===== src/rtl/kf_pkg.sv =====
// Shared Kalman-filter datapath definitions: default component width,
// the squared-magnitude FSM state encoding and the abs helper.
package kf_pkg;

  localparam int DW = 16;
  localparam int OW = 2 * DW;

  typedef enum logic [1:0] {
    IDLE = 2'd0,
    SQ_X = 2'd1,
    SQ_Y = 2'd2,
    DONE = 2'd3
  } state_t;

  // Magnitude of a two's-complement value; -2^(DW-1) maps to 2^(DW-1), which fits unsigned.
  function automatic logic [DW-1:0] abs_u(input logic [DW-1:0] v);
    return v[DW-1] ? ((~v) + DW'(1)) : v;
  endfunction

endpackage


===== src/rtl/sum_sq_mag_if.sv =====
// Sample-in / result-out handshake bundle for the squared-magnitude stage.
interface sum_sq_mag_if
  import kf_pkg::*;
#(
  parameter int DW = kf_pkg::DW,
  parameter int OW = 2 * DW
);

  logic          in_valid;
  logic          in_ready;
  logic [DW-1:0] x_in;
  logic [DW-1:0] y_in;
  logic          out_valid;
  logic          out_ready;
  logic [OW-1:0] num_out;

  modport master (
    output in_valid, x_in, y_in, out_ready,
    input  in_ready, out_valid, num_out
  );

  modport slave (
    input  in_valid, x_in, y_in, out_ready,
    output in_ready, out_valid, num_out
  );

endinterface


===== src/rtl/sum_sq_mag_serial_umul.sv =====
// One-bit-per-cycle shift-add unsigned multiplier step; the caller owns the accumulator.
module serial_umul
  import kf_pkg::*;
#(
  parameter int DW = kf_pkg::DW,
  parameter int OW = 2 * DW
) (
  input  logic          clk,
  input  logic          rst,
  input  logic          load,
  input  logic [DW-1:0] mcand,
  input  logic [DW-1:0] mplier,
  input  logic          step,
  input  logic [OW-1:0] acc_in,
  output logic [OW-1:0] acc_out
);

  logic [OW-1:0] mcand_q;
  logic [DW-1:0] mplier_q;
  logic [OW-1:0] addend;

  // Partial product for this step: the shifted multiplicand gated by the current multiplier LSB.
  generate
    for (genvar gi = 0; gi < OW; gi++) begin : g_addend
      assign addend[gi] = mcand_q[gi] & mplier_q[0];
    end
  endgenerate

  assign acc_out = acc_in + addend;

  always_ff @(posedge clk) begin
    if (rst) begin
      mcand_q  <= '0;
      mplier_q <= '0;
    end else if (load) begin
      mcand_q  <= OW'(mcand);
      mplier_q <= mplier;
    end else if (step) begin
      mcand_q  <= mcand_q << 1;
      mplier_q <= mplier_q >> 1;
    end
  end

endmodule


===== src/rtl/sum_sq_mag.sv =====
// Squared magnitude x^2 + y^2 of a signed 2-D sample, using one serial
// multiplier time-shared between the two squares (2*DW cycles per sample).
module sum_sq_mag
  import kf_pkg::*;
#(
  parameter int DW = kf_pkg::DW,
  parameter int OW = 2 * DW
) (
  input logic         clk,
  input logic         rst,
  sum_sq_mag_if.slave bus
);

  localparam int CW = $clog2(DW);

  state_t        state_q;
  logic [OW-1:0] acc_q;
  logic [OW-1:0] acc_d;
  logic [OW-1:0] num_out_q;
  logic          out_valid_q;
  logic [CW-1:0] count_q;
  logic [DW-1:0] ay_q;

  logic          last;
  logic          accept;
  logic          mul_load;
  logic          mul_step;
  logic [DW-1:0] mul_op;

  assign last     = (count_q == CW'(DW - 1));
  assign accept   = bus.in_valid && bus.in_ready;
  assign mul_load = ((state_q == IDLE) && accept) || ((state_q == SQ_X) && last);
  assign mul_step = (state_q == SQ_X) || (state_q == SQ_Y);
  // |x| enters straight from the bus on accept; |y| is replayed from its latch after the x pass.
  assign mul_op   = (state_q == IDLE) ? abs_u(bus.x_in) : ay_q;

  assign bus.in_ready  = (state_q == IDLE) && !rst;
  assign bus.out_valid = out_valid_q;
  assign bus.num_out   = num_out_q;

  serial_umul #(
    .DW(DW),
    .OW(OW)
  ) u_mul (
    .clk    (clk),
    .rst    (rst),
    .load   (mul_load),
    .mcand  (mul_op),
    .mplier (mul_op),
    .step   (mul_step),
    .acc_in (acc_q),
    .acc_out(acc_d)
  );

  always_ff @(posedge clk) begin
    if (rst) begin
      state_q     <= IDLE;
      acc_q       <= '0;
      num_out_q   <= '0;
      out_valid_q <= 1'b0;
      count_q     <= '0;
      ay_q        <= '0;
    end else begin
      case (state_q)
        IDLE: begin
          if (accept) begin
            ay_q    <= abs_u(bus.y_in);
            acc_q   <= '0;
            count_q <= '0;
            state_q <= SQ_X;
          end
        end
        SQ_X: begin
          acc_q   <= acc_d;
          count_q <= count_q + CW'(1);
          if (last) begin
            count_q <= '0;
            state_q <= SQ_Y;
          end
        end
        SQ_Y: begin
          acc_q   <= acc_d;
          count_q <= count_q + CW'(1);
          if (last) begin
            num_out_q   <= acc_d;
            out_valid_q <= 1'b1;
            state_q     <= DONE;
          end
        end
        DONE: begin
          if (bus.out_ready) begin
            out_valid_q <= 1'b0;
            state_q     <= IDLE;
          end
        end
        default: state_q <= IDLE;
      endcase
    end
  end

endmodule


===== src/flat_wrapper.sv =====
// flat-port wrapper written by rule: the top's interface ports become plain ports
module sum_sq_mag_flat import kf_pkg::*;
#(
  parameter int DW = kf_pkg::DW,
  parameter int OW = 2 * DW
)
  (clk, rst, bus_in_valid, bus_x_in, bus_y_in, bus_out_ready, bus_in_ready, bus_out_valid, bus_num_out);
  sum_sq_mag_if #(.DW(DW), .OW(OW)) bus_i ();
  input logic clk;
  input logic rst;
  input wire logic [$bits(bus_i.in_valid)-1:0] bus_in_valid;
  input wire logic [$bits(bus_i.x_in)-1:0] bus_x_in;
  input wire logic [$bits(bus_i.y_in)-1:0] bus_y_in;
  input wire logic [$bits(bus_i.out_ready)-1:0] bus_out_ready;
  output wire logic [$bits(bus_i.in_ready)-1:0] bus_in_ready;
  output wire logic [$bits(bus_i.out_valid)-1:0] bus_out_valid;
  output wire logic [$bits(bus_i.num_out)-1:0] bus_num_out;
  assign bus_i.in_valid = bus_in_valid;
  assign bus_i.x_in = bus_x_in;
  assign bus_i.y_in = bus_y_in;
  assign bus_i.out_ready = bus_out_ready;
  assign bus_in_ready = bus_i.in_ready;
  assign bus_out_valid = bus_i.out_valid;
  assign bus_num_out = bus_i.num_out;
  sum_sq_mag #(.DW(DW), .OW(OW)) u_core (.clk(clk), .rst(rst), .bus(bus_i));
endmodule

===== config.mk =====
export PLATFORM = sky130hd
export DESIGN_NAME = sum_sq_mag_flat
export DESIGN_NICKNAME = d
export VERILOG_FILES = /design/src/rtl/kf_pkg.sv /design/src/rtl/sum_sq_mag_if.sv /design/src/rtl/sum_sq_mag_serial_umul.sv /design/src/rtl/sum_sq_mag.sv /design/src/flat_wrapper.sv
export SDC_FILE = /design/constraint.sdc
export NUM_CORES = 1
export LEC_CHECK = 0
export CAP_MARGIN = 40
export CELL_PAD_IN_SITES_DETAIL_PLACEMENT = 1
export CELL_PAD_IN_SITES_GLOBAL_PLACEMENT = 2
export CORE_ASPECT_RATIO = 0.8
export CORE_MARGIN = 5
export CORE_UTILIZATION = 31
export CTS_CLUSTER_SIZE = 12
export DETAILED_ROUTE_END_ITERATION = 10
export GPL_ROUTABILITY_DRIVEN = 0
export GPL_TIMING_DRIVEN = 0
export PLACE_DENSITY_LB_ADDON = 0.1
export SLEW_MARGIN = 10
export SYNTH_ARGS = -nofsm -noshare
export SYNTH_HDL_FRONTEND = slang
export SYNTH_HIERARCHICAL = 1
export SYNTH_SLANG_ARGS = --single-unit

===== constraint.sdc =====
create_clock -name clk -period 2.9 [get_ports clk]
set_input_delay 0.58 -clock clk [delete_from_list [all_inputs] [get_ports clk]]
set_output_delay 0.58 -clock clk [all_outputs]
set_load 0.03 [all_outputs]

==> flow_summary_export.csv, run 1 <==
group,metric,value,unit
pwr,power_density,628.8,nW/um^2
clock_tree,cts_sinks,135,
clock_tree,cts_buffer_depth,2,
synthesis,synthCells,1014,
synthesis,avgSynthCellArea,7.832,um^2
synthesis,synth-edff-count,0,
global_route,grt_usage,0.1840,
min_path,hold_depth,2,
synthesis,synth_area_leaders,"dfxtp_1 34%, a21oi_1 7.9%, nor2_1 7.8%",
synthesis,ys_seq_area_frac,0.3403,
worst_setup_path,required,3190,ps
finish,drive_gt1_frac,0.1580,
floorplan,die-area,28940,um^2
min_path,worstHoldStart,"u_core/bus.num_out[24]",
worst_setup_path,cp_slowest_cell,"dfxtp_4",
synthesis,synth_flop_cell,"dfxtp_1",
finish,fin_area,10470,um^2
sta,layout_min_cycle_time,3095,ps
worst_setup_path,crit_path_start,"u_core/u_mul/mplier_q[0]",
sta,max_slew_margin,0.4615,
sta,hold_violations,0,
floorplan,placeableCoreArea,25240,um^2
placed_design,portBuffers,67,
worst_setup_path,cp.depth,14,
worst_setup_path,end_kind,"flip-flop",
floorplan,ioPinCount,70,
pwr,peakVddDrop,0.0003962,V
worst_setup_path,cpPeakStageDelay,370,ps
sta,finalSetupTns,-762.9,ps
status,violations,"negative setup slack",
drt,via_per_inst,5.237,
sta,fmax,323.1,MHz
global_route,met1_usage,0.2898,
pwr,p_leak,3.916,nW
synthesis,synth_fp_nets,1090,
placed_design,dp_hpwl,20.38,mm
worst_setup_path,cp_cell_sequence,"buf_8 -> and2_4 -> ha_4 -> fa_2 -> a211oi_2 -> o21bai_2 -> a21o_2 -> a211oi_4 -> buf_6 -> o31ai_4 -> a221oi_2 -> xnor2_2 -> a22oi_2 -> nor2_1",
global_route,grt_max_degree,20,
synthesis,synth.distinct_cells,66,
clock_tree,clkLatencyLatePin,440,ps
finish,multi_input_area,5549,um^2
sta,finClkSkew,12.86,ps
synthesis,ys_ff_latch,135,
worst_setup_path,arrival,3390,ps
status,status,"complete, but fails checks",
clock_tree,clkTransAtPathRegs,70,ps
drt,initialDrtViolationCount,319,
finish,nets,1196,
sta,whs,453.5,ps
synthesis,ys_async_sr_fraction,0,
clock_tree,clock-root-buffer,"clkbuf_16",
global_route,grt_busiest_layer,"met1",
drt,vias,7631,
finish,fin_util,0.4148,
worst_setup_path,crit_fanout,6,
min_path,hold_class,"flip-flop to flip-flop",
worst_setup_path,r2r_cells,14,
synthesis,synth.largest_area_cell,"dfxtp_1",
finish,seq_area,2706,um^2
run,cap_violations,0,
finish,n_fill_cell,2977,
floorplan,rows,52,
clock_tree,h-tree-depth,4,
global_route,grt_pass1_vias,7425,
drt,drc,0,
sta,period_share,1.067,
floorplan,die_w,188.9,um
sta,worst_pin_slew,807.7,ps
worst_setup_path,critPathKind,"flip-flop to flip-flop",
worst_setup_path,critPathBufInv,2,
global_route,grt_pass1_wl,42.70,mm
synthesis,netlist_area,7941,um^2
sta,setup_viol,9,
drt,firstDrtPassIters,4,
global_route,grt_overflow,0,
global_route,use_met2,0.2559,
worst_setup_path,timing.rr.start,"u_core/u_mul/mplier_q[0]",
sta,drv_slew,0,
drt,routed_wl,27.53,mm
sta,worst_slack,-194.8,ps
sta,rsz0062_at_grt,"yes",
drt,detail_route.wl_per_cell,18.89,um
synthesis,synth_top_area_frac,0.3403,
global_route,met3_usage,0.03671,
global_route,antenna_found_initial,0,
floorplan,fp.dieH,153.2,um
pwr,finalPower,6.585,mW
placed_design,place_area,9017,um^2
clock_tree,cts_made_buffers,17,
finish,antenna_cells,0,
worst_setup_path,start_kind,"flip-flop",
finish,syn_to_final_growth,31.86,%
floorplan,start_util,0.3146,
clock_tree,cts_tree,"yes",
drt,antenna_left,0,
synthesis,ys_warn_count,6,
worst_setup_path,cp_top_family,"compound AO/OA/AOI/OAI gates",
clock_tree,ctsHoldBuffers,0,
[where the power goes]
part / switching [mW] / leakage (nW) / total (mW) / internal [mW]
registers: 0.145 / 1.09 / 2.18 / 2.03
logic: 1.38 / 2.52 / 2.13 / 0.751
clock network: 0.919 / 0.297 / 2.28 / 1.36
total: 2.44 / 3.92 / 6.58 / 4.14
[worst register-to-register path: stages (launching register included)]
cell	delay, ps
dfxtp_4	370
buf_8	120
and2_4	150
ha_4	160
fa_2	360
a211oi_2	260
o21bai_2	140
a21o_2	260
a211oi_4	210
buf_6	160
o31ai_4	70
a221oi_2	340
xnor2_2	130
a22oi_2	170
nor2_1	50
[cells in the final DEF (no fill, tap or decap), types with 20 or more instances in the layout]
cell,count
nand2_1,104
mux2i_1,51
and2_1,21
clkbuf_1,43
buf_4,24
dfxtp_1,134
ha_4,21
clkdlybuf4s50_1,67
xor2_1,22
a22oi_1,31
a21oi_1,116
nor2_1,162
xnor2_1,20
[worst paths after layout]
path,end,slack [ps]
setup reg to reg,u_core/acc_q[28],-190
hold / removal,u_core/bus.num_out[24],450
hold reg to reg,u_core/bus.num_out[24],450
setup / recovery,u_core/acc_q[28],-190
[synthesized netlist by cell type (3+ instances only)]
library cell,number
nor2_1,165
dfxtp_1,135
a21oi_1,125
nand2_1,105
clkbuf_1,58
mux2i_1,51
ha_1,39
and2_1,35
a22oi_1,33
xnor2_1,25
xor2_1,24
o21ai_0,19
inv_1,14
a211oi_1,12
nand3_1,12
a21o_1,11
nor3b_1,10
a31oi_1,9
nand2b_1,8
nor2b_1,8
o211ai_1,8
nor3_1,7
nand4_1,6
o21ai_1,6
o21bai_1,6
o31ai_1,6
and3_1,5
nor4_1,5
or2_2,5
or3_1,5
buf_2,4
o41ai_1,4
or4_1,4
a211o_1,3
a21boi_0,3
buf_1,3
[routing by layer]
layer,share of wire,vias to the layer above
met3,0.033,15
met5,0,-
met4,0.0077,0
met2,0.41,105
met1,0.55,3737
li1,-,3774
[logic make-up after synthesis]
kind of cell,after synthesis,share of synthesized area
AO/OA/AOI/OAI,266,0.2095
XOR/XNOR,49,0.05404
adder cells (fa/ha/maj),40,0.06397
buffers and inverters,79,0.03797
flip-flops,135,0.3403
multiplexers,53,0.06712
AND/OR/NAND/NOR,392,0.2270
[final cells by class]
type / instances / share of cell area
sequential: 135 / 0.2585
buffer: 60 / 0.02581
clock buffer: 17 / 0.04063
clock inverter: 15 / 0.01709
timing repair buffer: 92 / 0.08436
inverter: 14 / 0.005019
tap: 324 / 0.03871
multi-input combinational: 800 / 0.5299
[timing repair]
action,4_1_cts,5_1_grt
setup buffers,6,19
pin swaps,21,37
gates resized for setup,68,75
gates cloned,0,1
setup endpoints to repair,39,53
[flip-flops by register name (all words and copies together), names as in the netlist]
signal and count:
u_core/bus.out_valid 1, u_core/acc_q 32, u_core/u_mul/mplier_q 16, u_core/bus.num_out 32, u_core/u_mul/mcand_q 32, u_core/ay_q 16
u_core/count_q 4, u_core/state_q 2
[stage by stage]
stage / std cells / worst slack (ps)
after floorplan: 1014 / 34.46
after global placement: 1405 / -763.6
after detailed placement: 1405 / -769.0
after CTS: 1439 / -268.3
after global routing: 1457 / -338.9
final: 1457 / -194.8
Power figures use the tool's default switching activity.
==> inputs of run 2 (changes only) <==
- CORE_ASPECT_RATIO: 0.8 -> unset
- GPL_TIMING_DRIVEN: 0 -> unset
- SLEW_MARGIN: 10 -> unset
==> run 2 against run 1 <==
The flow now finishes without violations. Clock power shrank 4%. Die area is essentially flat. Clock-buffer cell count grew 3. First-iteration DRC count grew 27%. Combinational power shrank 7%. Final cell count grew 1.4%. Largest power group unchanged. Highest routed layer unchanged.
==> flow_summary_export.csv, run 2 (synthesis results as in run 1) <==
group,metric,value,unit
global_route,grt_max_degree,45,
worst_setup_path,required,3200,ps
global_route,grt_usage,0.1765,
finish,final_cell_mix,"163 x nor2_1, 134 x dfxtp_1, 118 x a21oi_1, 104 x nand2_1, 95 x buf_4",
finish,syn_to_final_growth,33.04,%
pwr,clkPwrFrac,0.345,
sta,max_slew_margin,0.5924,
global_route,grt_pass1_vias,7614,
pwr,comb_power_share,0.313,
pwr,p_leak,4.098,nW
worst_setup_path,critPathKind,"flip-flop to flip-flop",
clock_tree,ctsHoldBuffers,0,
placed_design,place_area,9495,um^2
sta,fmax,349.0,MHz
floorplan,rows,58,
worst_setup_path,cp_cell_sequence,"buf_12 -> and2_4 -> ha_4 -> buf_6 -> nand3_4 -> nor2_4 -> o21ai_2 -> nor3b_4 -> or4_4 -> and3_1 -> xnor2_2 -> a22oi_1 -> nor2_1",
worst_setup_path,cp_top_family,"simple AND/OR/NAND/NOR gates",
sta,period_share,0.9879,
drt,firstDrtPassIters,4,
clock_tree,clock-root-buffer,"clkbuf_16",
pwr,seq_power_share,0.343,
worst_setup_path,end_kind,"flip-flop",
pwr,power.switching,2.258,mW
finish,fin_area,10570,um^2
sta,layout_min_cycle_time,2865,ps
clock_tree,h-tree-depth,4,
sta,setup_viol,0,
worst_setup_path,start_kind,"flip-flop",
floorplan,fp.dieH,170.1,um
worst_setup_path,arrival,3170,ps
finish,drive_gt1_frac,0.1831,
finish,multi_input_area,5364,um^2
sta,finalSetupTns,0,ps
pwr,swShare,0.3570,
placed_design,dp_hpwl,18.31,mm
drt,initialDrtViolationCount,404,
sta,rsz0062_at_grt,"yes",
drt,drc,0,
global_route,antenna_found_initial,0,
pwr,internal_power,4.066,mW
clock_tree,cts_made_buffers,17,
worst_setup_path,cp_slowest_cell,"or4_4",
floorplan,placeableCoreArea,25180,um^2
finish,seq_area,2706,um^2
floorplan,ioPinCount,70,
drt,antenna_left,0,
finish,n_fill_cell,2973,
sta,finClkSkew,14.87,ps
sta,hold_violations,0,
pwr,peakVddDrop,0.0003801,V
min_path,hold_class,"flip-flop to flip-flop",
clock_tree,cts_sinks,135,
sta,worst_pin_slew,611.4,ps
sta,drv_slew,0,
status,status,"finished, final reports clean",
worst_setup_path,critPathBufInv,2,
pwr,finalPower,6.324,mW
floorplan,start_util,0.3154,
clock_tree,cts_buffer_depth,2,
worst_setup_path,r2r_slack,30,ps
global_route,grt_overflow,0,
worst_setup_path,cpPeakStageDelay,580,ps
worst_setup_path,crit_fanout,14,
drt,routed_wl,25.64,mm
finish,layout_commonest_cell,"nor2_1",
drt,vias,7485,
floorplan,die-area,28920,um^2
drt,detail_route.wl_per_cell,17.36,um
clock_tree,clkTransAtPathRegs,60,ps
clock_tree,clkLatencyLatePin,430,ps
floorplan,die_w,170.1,um
finish,nets,1211,
drt,via_per_inst,5.068,
finish,antenna_cells,0,
placed_design,portBuffers,69,
global_route,grt_pass1_wl,41.19,mm
run,cap_violations,0,
pwr,power_density,598.6,nW/um^2
clock_tree,cts_tree,"yes",
[run 2: worst paths after layout]
kind / startpoint / end / depth (start not counted)
worst max register to register: u_core/u_mul/mplier_q[0] / u_core/acc_q[27] / 13
worst max-delay path: u_core/u_mul/mplier_q[0] / u_core/acc_q[27] / 13
worst min register to register: u_core/bus.num_out[12] / u_core/bus.num_out[12] / 2
worst min-delay path: u_core/bus.num_out[12] / u_core/bus.num_out[12] / 2
[run 2: what timing repair did]
item | in CTS | in global routing
setup endpoints to repair | 17 | 27
pin swaps | 2 | 40
setup buffers | 1 | 8
gates resized for setup | 13 | 65
[run 2: tightest hold or removal path, cell delays in order, from the launching register on]
cell and delay (ps):
dfxtp_1 300, nand2_1 50, a21oi_1 50
[run 2: final cells by class]
cell class	count	area share
multi-input cells	800	0.5077
flip-flops and latches	135	0.2562
repair buffers	167	0.1379
clock buffers	20	0.04228
well taps	330	0.03908
clock inverters	11	0.01196
inverters	14	0.004974
[run 2: layer usage]
| layer | vias to the layer above | track usage | part of all wire |
|---|---|---|---|
| met5 | - | 0 | 0 |
| met4 | 0 | 0.04549 | 0.0097 |
| met3 | 19 | 0.02718 | 0.028 |
| met2 | 89 | 0.2679 | 0.45 |
| met1 | 3578 | 0.2610 | 0.52 |
| li1 | 3799 | - | - |
[run 2: through the flow]
step | setup WS [ps] | cells | util | hold slack [ps]
2_1_floorplan | 34.46 | 1014 | - | 433.8
4_1_cts | 4.031 | 1469 | 0.4028 | 454.6
5_1_grt | -53.97 | 1477 | 0.4196 | 482.1
3_3_place_gp | -14.29 | 1437 | 0.3771 | 444.4
3_5_place_dp | -118.0 | 1437 | 0.3771 | 446.6
6_report | 34.95 | 1477 | 0.4196 | 451.6
[run 2: power groups by stage]
| stage | Sequential (mW) | Combinational [mW] | Clock (mW) |
|---|---|---|---|
| detailed placement | 2.21 | 1.97 | 0 |
| floorplan | 2.15 | 1.40 | 0 |
| finish | 2.17 | 1.98 | 2.18 |
| CTS | 2.17 | 1.98 | 2.25 |
| global route | 2.19 | 2.20 | 2.32 |
| global placement | 2.21 | 1.96 | 0 |
==> inputs of run 3 (changes only) <==
- CORE_UTILIZATION: 31 -> 37
- SKIP_CTS_REPAIR_TIMING: unset -> 1
- clock period: 2.9 -> 3.3 ns (I/O delays scaled with it)
==> run 3 against run 2 <==
Non-clock buffer count decreased by 73. Final cell count shrank 8.7%. Sequential share of layout area rose by 2.8 points. Fmax down 9.2%. Critical path type unchanged.
==> flow_summary_export.csv, run 3 (synthesis results as in run 1) <==
group,metric,value,unit
min_path,hold_class,"flip-flop to flip-flop",
drt,firstDrtPassIters,4,
global_route,grt_pass1_wl,38.76,mm
worst_setup_path,crit_fanout,10,
clock_tree,h-tree-depth,4,
worst_setup_path,start_kind,"flip-flop",
global_route,grt_pass1_vias,7328,
drt,drc,0,
run,cap_violations,0,
pwr,power.switching,1.905,mW
clock_tree,clkLatencyLatePin,420,ps
drt,routed_wl,23.50,mm
worst_setup_path,arrival,3450,ps
clock_tree,clock-root-buffer,"clkbuf_16",
pwr,comb_power_share,0.313,
global_route,grt_max_degree,67,
finish,drive_gt1_frac,0.07542,
floorplan,fp.dieH,156.5,um
sta,setup_viol,0,
worst_setup_path,timing.rr.end,"u_core/acc_q[26]",
pwr,peakVddDrop,0.0003273,V
clock_tree,cts_tree,"yes",
sta,finalSetupTns,0,ps
floorplan,ioPinCount,70,
pwr,seq_power_share,0.351,
placed_design,portBuffers,69,
min_path,worstHoldStart,"u_core/bus.num_out[20]",
finish,fin_area,9522,um^2
worst_setup_path,r2r_slack,140,ps
worst_setup_path,r2r_cells,12,
placed_design,place_inst,1318,
sta,worst_pin_slew,637.5,ps
floorplan,die_w,156.5,um
finish,antenna_cells,0,
sta,hold_violations,0,
floorplan,die-area,24490,um^2
sta,max_slew_margin,0.5718,
status,status,"finished, final reports clean",
min_path,hold_depth,2,
global_route,grt_usage,0.1954,
worst_setup_path,required,3600,ps
pwr,power_density,568.2,nW/um^2
clock_tree,clkTransAtPathRegs,60,ps
pwr,swShare,0.3521,
drt,via_per_inst,5.337,
sta,layout_min_cycle_time,3155,ps
pwr,finalPower,5.410,mW
finish,final_cell_mix,"164 x nor2_1, 135 x dfxtp_1, 125 x a21oi_1, 104 x nand2_1, 68 x clkdlybuf4s50_1",
global_route,grt_overflow,0,
min_path,holdPathEnd,"u_core/bus.num_out[20]",
worst_setup_path,timing.rr.start,"u_core/u_mul/mplier_q[0]",
sta,finClkSkew,10.17,ps
drt,vias,7199,
finish,nets,1138,
drt,antenna_left,0,
sta,period_share,0.9562,
drt,initialDrtViolationCount,417,
floorplan,start_util,0.3766,
placed_design,place_area,8954,um^2
finish,final_cells,1349,
worst_setup_path,critPathKind,"flip-flop to flip-flop",
floorplan,placeableCoreArea,21090,um^2
sta,drv_slew,0,
drt,detail_route.wl_per_cell,17.42,um
worst_setup_path,end_kind,"flip-flop",
clock_tree,cts_buffer_depth,2,
floorplan,rows,53,
finish,n_fill_cell,2564,
pwr,p_leak,3.715,nW
finish,layout_commonest_cell,"nor2_1",
sta,fmax,316.9,MHz
pwr,internal_power,3.505,mW
pwr,clkPwrFrac,0.336,
finish,syn_to_final_growth,19.90,%
clock_tree,cts_sinks,135,
placed_design,dp_hpwl,17.35,mm
global_route,antenna_found_initial,0,
clock_tree,cts_made_buffers,17,
run 3: cell types whose count changed in the layout (fill, tap and decap cells not counted), moves of 3 or more:
| cell | delta |
|---|---|
| ha_1 | +16 |
| buf_4 | -71 |
| and2_4 | -12 |
| o21ai_0 | +3 |
| ha_4 | -15 |
| a21oi_2 | -7 |
| a21oi_1 | +7 |
| and2_1 | +12 |
run 3: worst max path at each step:
| stage | startpoint | end | cells after the start |
|---|---|---|---|
| 6_report | u_core/u_mul/mplier_q[0] | u_core/acc_q[26] | 12 |
| 4_1_cts | u_core/u_mul/mplier_q[0] | u_core/acc_q[29] | 13 |
| 3_3_place_gp | u_core/u_mul/mplier_q[0] | u_core/acc_q[26] | 12 |
| 2_1_floorplan | u_core/u_mul/mplier_q[0] | u_core/acc_q[28] | 13 |
| 5_1_grt | u_core/u_mul/mplier_q[0] | u_core/acc_q[28] | 12 |
| 3_5_place_dp | u_core/u_mul/mplier_q[0] | u_core/acc_q[28] | 12 |
run 3: layer usage:
| metal | part of all wire | vias to the layer above | track usage |
|---|---|---|---|
| li1 | - | 3651 | - |
| met1 | 0.52 | 3450 | 0.2867 |
| met2 | 0.45 | 85 | 0.3040 |
| met3 | 0.023 | 13 | 0.03070 |
| met4 | 0.0060 | 0 | 0.04008 |
| met5 | 0 | - | 0 |
run 3: critical path, cell delays in order, from the launching register on:
cell      delay [ps]
dfxtp_1          330
buf_4            160
and2_1           170
ha_1             410
nand2_1          130
o311ai_1         310
o21ai_1          140
or3_4            420
o21ai_0          350
a21oi_1          190
xnor2_1          180
a22oi_1          190
nor2_1            50
run 3: cell type report:
type / count / area, um^2 / share of cell area
Clock buffer: 23 / 478.0 / 0.05020
Clock inverter: 8 / 73.82 / 0.007753
Inverter: 14 / 52.55 / 0.005519
Multi-Input combinational cell: 800 / 4962 / 0.5212
Sequential cell: 135 / 2703 / 0.2838
Tap cell: 275 / 344.1 / 0.03614
Timing Repair Buffer: 94 / 908.4 / 0.09540
run 3: power by group through the flow:
| stage | sequential (mW) | combinational [mW] | clock (mW) |
|---|---|---|---|
| after floorplan | 1.89 | 1.23 | 0 |
| after global placement | 1.93 | 1.68 | 0 |
| after detailed placement | 1.93 | 1.70 | 0 |
| after CTS | 1.90 | 1.71 | 1.87 |
| after global routing | 1.91 | 1.88 | 1.94 |
| final | 1.90 | 1.69 | 1.82 |
run 3: through the flow:
step / utilization / setup slack (ps) / hold slack (ps)
detailed placement: 0.4246 / 209.1 / 445.8
CTS: 0.4508 / 131.2 / 454.3
global route: 0.4515 / -11.25 / 474.3
global placement: 0.4233 / 265.5 / 442.8
finish: 0.4515 / 144.6 / 452.0
floorplan: - / 434.5 / 433.8
